`config.mk`:
```
export PLATFORM = sky130hd
export DESIGN_NAME = sensor_frame_tx
export DESIGN_NICKNAME = d
export VERILOG_FILES = /design/src/rtl/sensor_tx_pkg.sv /design/src/rtl/sensor_tx_tpg.sv /design/src/rtl/sensor_frame_tx.sv
export SDC_FILE = /design/constraint.sdc
export NUM_CORES = 2
export LEC_CHECK = 0
export ABC_AREA = 1
export BUFFER_PORTS_ARGS = -buffer_cell sky130_fd_sc_hd__buf_2
export CAP_MARGIN = 20
export CORE_MARGIN = 4
export CORE_UTILIZATION = 35
export CTS_BUF_LIST = sky130_fd_sc_hd__clkbuf_4 sky130_fd_sc_hd__clkbuf_8 sky130_fd_sc_hd__clkbuf_16
export DETAILED_ROUTE_END_ITERATION = 8
export HOLD_SLACK_MARGIN = 0.05
export SYNTH_ARGS = -nofsm -noshare
export SYNTH_HDL_FRONTEND = slang
export SYNTH_HIERARCHICAL = 1
export SYNTH_SLANG_ARGS = --single-unit
```
`constraint.sdc`:
```
create_clock -name px_clk -period 21.2 [get_ports px_clk]
set_clock_uncertainty 0.15 [all_clocks]
set_input_delay 3.18 -clock px_clk [delete_from_list [all_inputs] [get_ports px_clk]]
set_output_delay 3.18 -clock px_clk [all_outputs]
set_load 0.02 [all_outputs]
```
`src/rtl/sensor_tx_pkg.sv`:
```
// Shared types and helpers for the 16-lane sensor link transmit framer.
package sensor_tx_pkg;
  localparam int BW         = 12;
  localparam int SYNC_WORDS = 4;

  typedef enum logic [2:0] {IDLE, SYNC_S, ACTIVE, SYNC_E, HBLANK, VBLANK} state_t;

  // Word k of a 48-bit sync code, MSB word first.
  function automatic logic [BW-1:0] sync_word(input logic [47:0] pat, input logic [1:0] k);
    return pat[(SYNC_WORDS - 1 - int'(k)) * BW +: BW];
  endfunction

  function automatic logic geom_ok(input logic [15:0] aw, ah, fw, fh);
    return (aw != '0) && (ah != '0) && ({1'b0, fw} >= {1'b0, aw} + 17'd8) && (fh >= ah);
  endfunction
endpackage

```
`src/rtl/sensor_tx_tpg.sv`:
```
// Ramp test pattern: lane l word = col + row + l*step, wrapping at BW bits.
module sensor_tx_tpg
  import sensor_tx_pkg::*;
#(
  parameter int D = 16
) (
  input  logic [BW-1:0]   col,
  input  logic [BW-1:0]   row,
  input  logic [BW-1:0]   step,
  output logic [D*BW-1:0] ramp
);
  for (genvar l = 0; l < D; l++) begin : g_lane
    assign ramp[l*BW +: BW] = col + row + BW'(l) * step;
  end
endmodule

```
`src/rtl/sensor_frame_tx.sv`:
```
// Transmit framer: sync codes, payload and blanking per lane for the sensor link.
// Optional internal ramp payload under `SENSOR_TX_TPG_EN.
module sensor_frame_tx
  import sensor_tx_pkg::*;
#(
  parameter int            D          = 16,
  parameter logic [BW-1:0] TRAIN_WORD = 12'h03A
) (
  input  logic            px_clk,
  input  logic            px_reset,
  input  logic            stream_on,
  input  logic [15:0]     ACTIVE_WIDTH,
  input  logic [15:0]     ACTIVE_HEIGHT,
  input  logic [15:0]     FRAME_WIDTH,
  input  logic [15:0]     FRAME_HEIGHT,
  input  logic [47:0]     SOF_PATTERN,
  input  logic [47:0]     SOL_PATTERN,
  input  logic [47:0]     EOL_PATTERN,
  input  logic [47:0]     EOF_PATTERN,
  input  logic            tpg_en,
  input  logic [D*BW-1:0] s_data,
  input  logic            s_valid,
  output logic            s_ready,
  output logic [D*BW-1:0] tx_dout,
  output logic            tx_en,
  output logic            tx_vs,
  output logic            cfg_err,
  output logic            underflow,
  output logic [15:0]     frame_cnt
);
  state_t      state;
  logic [15:0] cnt, row, aw, ah, fw, fh, hb;
  logic [47:0] sof, sol, eol, eof;
  logic        stream_on_d, tpg_act;
  logic        last_row, line_end, frame_end, relatch, cfg_ok;
  logic [D*BW-1:0]        ramp, pay;
  logic [D-1:0][BW-1:0]   dout_nxt;

`ifdef SENSOR_TX_TPG_EN
  logic tpg_q;
  sensor_tx_tpg #(.D(D)) u_tpg (
    .col (cnt[BW-1:0]),
    .row (row[BW-1:0]),
    .step(BW'(1)),
    .ramp(ramp)
  );
  always_ff @(posedge px_clk or posedge px_reset) begin
    if (px_reset)     tpg_q <= 1'b0;
    else if (relatch) tpg_q <= tpg_en;
  end
  assign tpg_act = tpg_q;
`else
  logic tpg_unused;
  assign tpg_unused = tpg_en;
  assign ramp       = '0;
  assign tpg_act    = 1'b0;
`endif

  assign hb        = fw - aw - 16'd8;
  assign last_row  = (row == ah - 16'd1);
  assign line_end  = (state == SYNC_E && cnt == 16'(SYNC_WORDS-1) && hb == '0) ||
                     (state == HBLANK && cnt == hb - 16'd1);
  // Zero VBLANK lines closes the frame straight from the last line end.
  assign frame_end = (line_end && last_row && fh == ah) ||
                     (state == VBLANK && cnt == fw - 16'd1 && row == fh - 16'd1);
  assign relatch   = stream_on && (state == IDLE || frame_end);
  assign cfg_ok    = geom_ok(ACTIVE_WIDTH, ACTIVE_HEIGHT, FRAME_WIDTH, FRAME_HEIGHT);
  assign s_ready   = (state == ACTIVE) && !tpg_act;
  assign pay       = tpg_act ? ramp : (s_valid ? s_data : '0);

  always_comb begin
    dout_nxt = {D{TRAIN_WORD}};
    case (state)
      SYNC_S:  dout_nxt = {D{sync_word((row == '0) ? sof : sol, cnt[1:0])}};
      ACTIVE:  dout_nxt = pay;
      SYNC_E:  dout_nxt = {D{sync_word(last_row ? eof : eol, cnt[1:0])}};
      default: ;
    endcase
  end

  always_ff @(posedge px_clk or posedge px_reset) begin
    if (px_reset) begin
      tx_dout <= {D{TRAIN_WORD}};
      tx_en   <= 1'b0;
      tx_vs   <= 1'b0;
    end else begin
      tx_dout <= dout_nxt;
      tx_en   <= (state == ACTIVE);
      tx_vs   <= (state == SYNC_S) || (state == ACTIVE) || (state == SYNC_E) ||
                 (state == HBLANK && !last_row);
    end
  end

  always_ff @(posedge px_clk or posedge px_reset) begin
    if (px_reset) begin
      state       <= IDLE;
      cnt         <= '0;
      row         <= '0;
      {aw, ah, fw, fh}       <= '0;
      {sof, sol, eol, eof}   <= '0;
      stream_on_d <= 1'b0;
      cfg_err     <= 1'b0;
      underflow   <= 1'b0;
      frame_cnt   <= '0;
    end else begin
      stream_on_d <= stream_on;
      if (stream_on && !stream_on_d) underflow <= 1'b0;
      if (state == ACTIVE && !tpg_act && !s_valid) underflow <= 1'b1;
      if (frame_end) frame_cnt <= frame_cnt + 16'd1;

      if (relatch) begin
        {aw, ah, fw, fh}     <= {ACTIVE_WIDTH, ACTIVE_HEIGHT, FRAME_WIDTH, FRAME_HEIGHT};
        {sof, sol, eol, eof} <= {SOF_PATTERN, SOL_PATTERN, EOL_PATTERN, EOF_PATTERN};
        cfg_err <= !cfg_ok;
        row     <= '0;
        cnt     <= '0;
        state   <= cfg_ok ? SYNC_S : IDLE;
      end else if (frame_end) begin
        state <= IDLE;
      end else if (line_end) begin
        row   <= row + 16'd1;
        cnt   <= '0;
        state <= last_row ? VBLANK : SYNC_S;
      end else begin
        case (state)
          SYNC_S:
            if (cnt == 16'(SYNC_WORDS-1)) begin state <= ACTIVE; cnt <= '0; end
            else cnt <= cnt + 16'd1;
          ACTIVE:
            if (cnt == aw - 16'd1) begin state <= SYNC_E; cnt <= '0; end
            else cnt <= cnt + 16'd1;
          SYNC_E:
            if (cnt == 16'(SYNC_WORDS-1)) begin state <= HBLANK; cnt <= '0; end
            else cnt <= cnt + 16'd1;
          HBLANK: cnt <= cnt + 16'd1;
          VBLANK:
            if (cnt == fw - 16'd1) begin row <= row + 16'd1; cnt <= '0; end
            else cnt <= cnt + 16'd1;
          default: ;
        endcase
      end
    end
  end
endmodule

```
[Yosys cells after proc, flatten, opt, wreduce, memory -nomap -nowiden]
Index checks and enable logic that the tools add are counted.
W data, S select, Z words.
Storage, ports and cells
  register bits: 504
  word-level logic and storage cells: 116
Cells by class
  $add $sub $neg: 12
  $mul: 1
  magnitude comparators: 2
  eq/ne operators: 16
  shift-type cells: 2
  multiplexer cells: 27
  reductions and logical operators: 38
Operators by type and width (number)
  $pmux W192 S3: 1
  $mux W192: 1
  $mux W16: 11
  $eq A16 B16 Y1: 6
  $mux W48: 2
  $shiftx A48 B8 Y12: 2
  $sub A16 B1 Y16 const B: 5
  $pmux W16 S4: 1
  $add A16 B1 Y16 const B: 3
  $logic_not A16 Y1: 2
  $reduce_bool A16 Y1: 2
  $mux W3: 7
  $add A16 B4 Y17 const B: 1
  $ge A16 B17 Y1: 1
  $eq A16 B2 Y1 const B: 1
  $ge A16 B16 Y1: 1
  $sub A16 B16 Y16: 1
  $sub A16 B4 Y16 const B: 1
  $logic_and A1 B1 Y1: 14
  $reduce_bool A6 Y1: 2
  $pmux W3 S3: 1
  $eq A3 B2 Y1 const B: 2
  $eq A3 B3 Y1 const B: 2
  $logic_or A1 B1 Y1: 6
  16 further kinds: 22

[Logic depth before layout (Yosys ltp)]
  word-level depth: 13
  gate-level depth with buffers: 33
  mapped depth without buffers: 32

[Least setup slack after synthesis]
No wires, ideal clock.
  path type: input to register
  from: in ACTIVE_WIDTH[3]
  to: reg state[0]
  setup time: 0.117 ns
  arrival: 5.320 ns
  required time: 20.933 ns
  path slack: 15.613 ns
  cell stages on the path: 20
  path through: inv_1 -> nor3_1 -> nand3_1 -> nor3_1 -> inv_1 -> nor2_1 -> xor2_1 -> ha_1 -> nand2_1 -> nor2_1 -> a211oi_1 -> o21ai_0 -> nand2_1 -> a21boi_0 -> nor3_1 -> nor3_1 -> nand2_1 -> nand2_1 -> nand2_1 -> nand2_1
On the way
  longest elaborated chain between the ends: 6
RTL lines
  start, declared: RTL line sensor_frame_tx.sv:12  | input logic [15:0] ACTIVE_WIDTH,
  $add A16 B4 Y17 or $reduce_bool A16 Y1 (tied branches): RTL line sensor_tx_pkg.sv:14  | return (aw != '0) && (ah != '0) && ({1'b0, fw} >= {1'b0, aw} + 17'd8) && (fh >= ah);
  $ge A16 B17 Y1 or $logic_and A1 B1 Y1 (tied branches): RTL line sensor_tx_pkg.sv:14
  $logic_and A1 B1 Y1 * (2 in series): RTL line sensor_tx_pkg.sv:14
  $mux W1 *: RTL line sensor_frame_tx.sv:117  | state <= cfg_ok ? SYNC_S : IDLE;
  $mux W3 *: RTL line sensor_frame_tx.sv:111  | if (relatch) begin
  end signal, assigned: RTL line sensor_frame_tx.sv:117
  end signal, assigned: RTL line sensor_frame_tx.sv:123  | state <= last_row ? VBLANK : SYNC_S;
  end, declared: RTL line sensor_frame_tx.sv:31  | state_t state;
Mark *: on every way between the ends. The rest lies on a longest branch, timed or not.
A chain may end at the register's enable or synchronous reset.

[Worst setup path in the final report]
  from: reg fw[0]
  to: reg eof[20]
On the way
  longest elaborated chain between the ends: 11
RTL lines
  start, declared: RTL line sensor_frame_tx.sv:32  | logic [15:0] cnt, row, aw, ah, fw, fh, hb;
  start signal, assigned: RTL line sensor_frame_tx.sv:112  | {aw, ah, fw, fh} <= {ACTIVE_WIDTH, ACTIVE_HEIGHT, FRAME_WIDTH, FRAME_HEIGHT};
  $sub A16 B16 Y16: RTL line sensor_frame_tx.sv:59  | assign hb = fw - aw - 16'd8;
  $sub A16 B4 Y16: RTL line sensor_frame_tx.sv:59
  $sub A16 B1 Y16: RTL line sensor_frame_tx.sv:62  | (state == HBLANK && cnt == hb - 16'd1);
  $eq A16 B16 Y1: RTL line sensor_frame_tx.sv:62
  $logic_and A1 B1 Y1: RTL line sensor_frame_tx.sv:62
  $logic_or A1 B1 Y1: RTL line sensor_frame_tx.sv:61  | assign line_end = (state == SYNC_E && cnt == 16'(SYNC_WORDS-1) && hb == '0) ||
  $logic_and A1 B1 Y1 (2 in series): RTL line sensor_frame_tx.sv:64  | assign frame_end = (line_end && last_row && fh == ah) ||
  $logic_or A1 B1 Y1 *: RTL line sensor_frame_tx.sv:64
  $logic_or A1 B1 Y1 *: RTL line sensor_frame_tx.sv:66  | assign relatch = stream_on && (state == IDLE || frame_end);
  $logic_and A1 B1 Y1 *: RTL line sensor_frame_tx.sv:66
  end signal, assigned: RTL line sensor_frame_tx.sv:113  | {sof, sol, eol, eof} <= {SOF_PATTERN, SOL_PATTERN, EOL_PATTERN, EOF_PATTERN};
  end, declared: RTL line sensor_frame_tx.sv:33  | logic [47:0] sof, sol, eol, eof;
Marked as above.

==> metrics.md <==
| Metric | Value |
|---|---|
| Hold Vio Cnt, Final | `0` |
| Final hold slack | `0.324 ns` |
| Share of post-route cells with drive strength above 1 | `21.2%` |
| Die span in y | `303 um` |
| # hold bufs at CTS | `0` |
| Slew HR | `22.8%` |
| DRC | `0` |
| Seq cells post-synth | `504` |
| Cell taking the most area after synthesis | `dfrtp_1` |
| Distinct cells, synth | `63` |
| Register area share after synthesis | `41.6%` |
| Drt first pass iters | `5` |
| # resized after CTS | `0` |
| Yosys warning total | `6` |
| Slew Limit Fails | `0` |
| Vias in the first global route | `28100` |
| Initial Util | `35.2%` |
| Slew @ Worst Pin | `1.15 ns` |
| Top cells by area, synth | `dfrtp_1, nand2_1, dfstp_2` |
| Detailed Place HPWL | `90100 um` |
| Pwr dens | `57.4 mW/mm^2` |
| Setup ws final | `14.81 ns` |
| Syn_nets | `4644` |
| Vias/cell | `5.08` |
| Final estimated routing congestion in global placement | `0.933` |
| Slowest Stage Delay on Critical Path | `0.82 ns` |
| Critical Path AT | `6.79 ns` |
| Most used cell, CP | `nand2_1` |
| Worst setup SP type | `flop` |
| Clk_lat worst skew | `0.66 ns` |
| Routed WL | `119000 um` |
| Tmin final | `6.39 ns` |
| Ports | `666` |
| Site row count | `108` |
| Post-route setup TNS | `0 ns` |
| Total gr overflow | `0` |
| Gr usage total | `24.6%` |
| Vias after detailed routing | `30000` |
| Fmax | `157 MHz` |
| CTS root buf | `clkbuf_16` |
| DRT iter0 DRCs | `2605` |
| Final core utilization | `42.2%` |
| Pre-CTS WS | `14.70 ns` |
| Synthesized cell area | `0.0305 sq mm` |
| Worst-path clk slew | `0.06 ns` |
| Filler instances | `9005` |
| Worst path required time | `21.60 ns` |
| Mapped Cells | `4117` |
| Placed Area | `0.0344 sq mm` |
| Crit. End Element | `flop` |
| Die span in x | `303 um` |
| RSZ-0062 raised after global routing | `no` |
| Core ar. | `0.0866 sq mm` |
| Post-Syn Area per Cell | `7.41 sq um` |
| Critical-path maximum fanout | `93` |
| CTS H-tree depth | `2` |
| Synth top area share | `36.1%` |
| Antenna violations before repair | `25` |
| Antenna viol nets, final | `0` |
| Non-Filler Instances | `5894` |
| Status | `finished clean` |
| Post-synth EDFFs | `0` |
| Clk sinks | `504` |
| Final clock period utilization by the worst path | `30.1%` |
| Max Root-Sink Buffers | `3` |
| Total clock buffers created by CTS | `59` |
| Top_reg_cell synth | `dfrtp_1` |
| Design Power | `2.10 mW` |
| Final setup fails | `0` |
| Setup Crit Path Kind | `reg2reg` |
| Final instance area | `0.0365 sq mm` |
| Peak VDD IR | `0.0577 mV` |
| Synth async-reset ratio | `100%` |
| CTS tree | `yes` |
| Slowest CP cell | `buf_4` |
| Placed instance count | `5759` |
| Worst Hold Class | `reg2reg` |
| First-pass GRT wire length | `174000 um` |
| Static Leak | `19.1 nW` |
| Postcts setup bufs | `0` |
| Synthesis-to-finish area growth | `19.6%` |
| Largest net degree at the start of global routing | `155` |
| Max_cap viols | `0` |
| DR WL/cell | `20.2 um` |
| Nets | `5193` |
| Port Buffers | `664` |
| Die area | `0.0920 sq mm` |
[layer usage]
| metal | vias to the layer above | track usage [%] | part of all wire, % |
|---|---|---|---|
| met5 | - | 1.32 | 0.19 |
| met4 | 10 | 6.69 | 2.5 |
| met2 | 1127 | 38.0 | 44 |
| met1 | 14200 | 34.8 | 45 |
| met3 | 183 | 5.22 | 7.9 |
| li1 | 14500 | - | - |
[cells in the mapped netlist (6+ instances only)]
master / number
dfrtp_1: 440
nand3_1: 242
a21oi_1: 236
o2111ai_1: 7
xor2_1: 116
buf_6: 36
mux2i_1: 15
nand4_1: 86
buf_4: 19
nand2_1: 1438
ha_1: 73
nand3b_1: 8
nand2_2: 41
buf_1: 11
clkbuf_1: 100
or2_2: 18
nor4_1: 34
o21ai_2: 6
o21ai_0: 139
nor2_1: 202
a211oi_1: 34
inv_1: 359
dfstp_2: 64
nand3_2: 11
nor3_1: 48
xnor2_1: 43
buf_2: 50
o21ai_1: 104
o211ai_1: 61
nand2_4: 6
[area by class of cell]
cell class | count | area, sq um | share of cell area [%]
multi-input combinational | 3028 | 15300 | 41.8
sequential | 504 | 12700 | 34.8
timing repair buffer | 705 | 3630 | 9.95
clock buffer | 86 | 1750 | 4.80
tap | 1155 | 1450 | 3.96
inverter | 368 | 1410 | 3.86
clock inverter | 26 | 258 | 0.706
antenna | 22 | 55.1 | 0.151
[state kept, by name, summed over array words and instances (netlist names), 3 cells and up]
| register | cells |
|---|---|
| fw | 16 |
| aw | 16 |
| ah | 16 |
| state | 3 |
| row | 16 |
| frame_cnt | 16 |
| sol | 48 |
| sof | 48 |
| cnt | 16 |
| fh | 16 |
| tx_dout | 192 |
| eol | 48 |
| eof | 48 |
[power breakdown]
part / internal, mW / total, mW / switching [mW]
Combinational: 0.0377 / 0.0893 / 0.0516
Sequential: 0.963 / 0.963 / 0.0000185
Clock: 0.595 / 1.04 / 0.450
Total: 1.60 / 2.10 / 0.502
[cells by family (layout without fill, tap and decap cells)]
group,Yosys count,after routing,share of synthesized area [%]
muxes,15,15,0.492
other,0,22,0
and+or+nand+nor,2162,2162,30.3
buffers and inverters,585,1185,8.57
xor gates and xnor gates,159,159,4.56
DFF,504,504,41.6
AOI/OAI and AO/OA,618,618,11.5
adders and majority gates,74,74,3.06
[worst paths after layout]
path	start	cells after the start	endpoint	slack, ns
hold reg to reg	sof[35]	2	sof[35]	0.32
max in group asynchronous	px_reset	4	tx_dout[90]	16.06
setup / recovery	fw[0]	29	eof[20]	14.81
hold / removal	sof[35]	2	sof[35]	0.32
setup reg to reg	fw[0]	29	eof[20]	14.81
min in group asynchronous	px_reset	2	eof[24]	2.54
[critical path, delay by kind of cell (launching register included)]
kind | cells | cell delay [ns]
simple gates | 20 | 2.91
buf+inv | 6 | 1.83
fa+ha+maj | 3 | 0.75
flops | 1 | 0.40
[cells in the final DEF (no fill, tap or decap), drive strengths merged, types with 88 or more instances in the layout]
master and n:
a21oi 237, buf 705, dfrtp 440, inv 367, nand2 1486, nand3 254, nand4 88, nor2 210
o21ai 249, xor2 116
(Power assumes the default switching activity.)
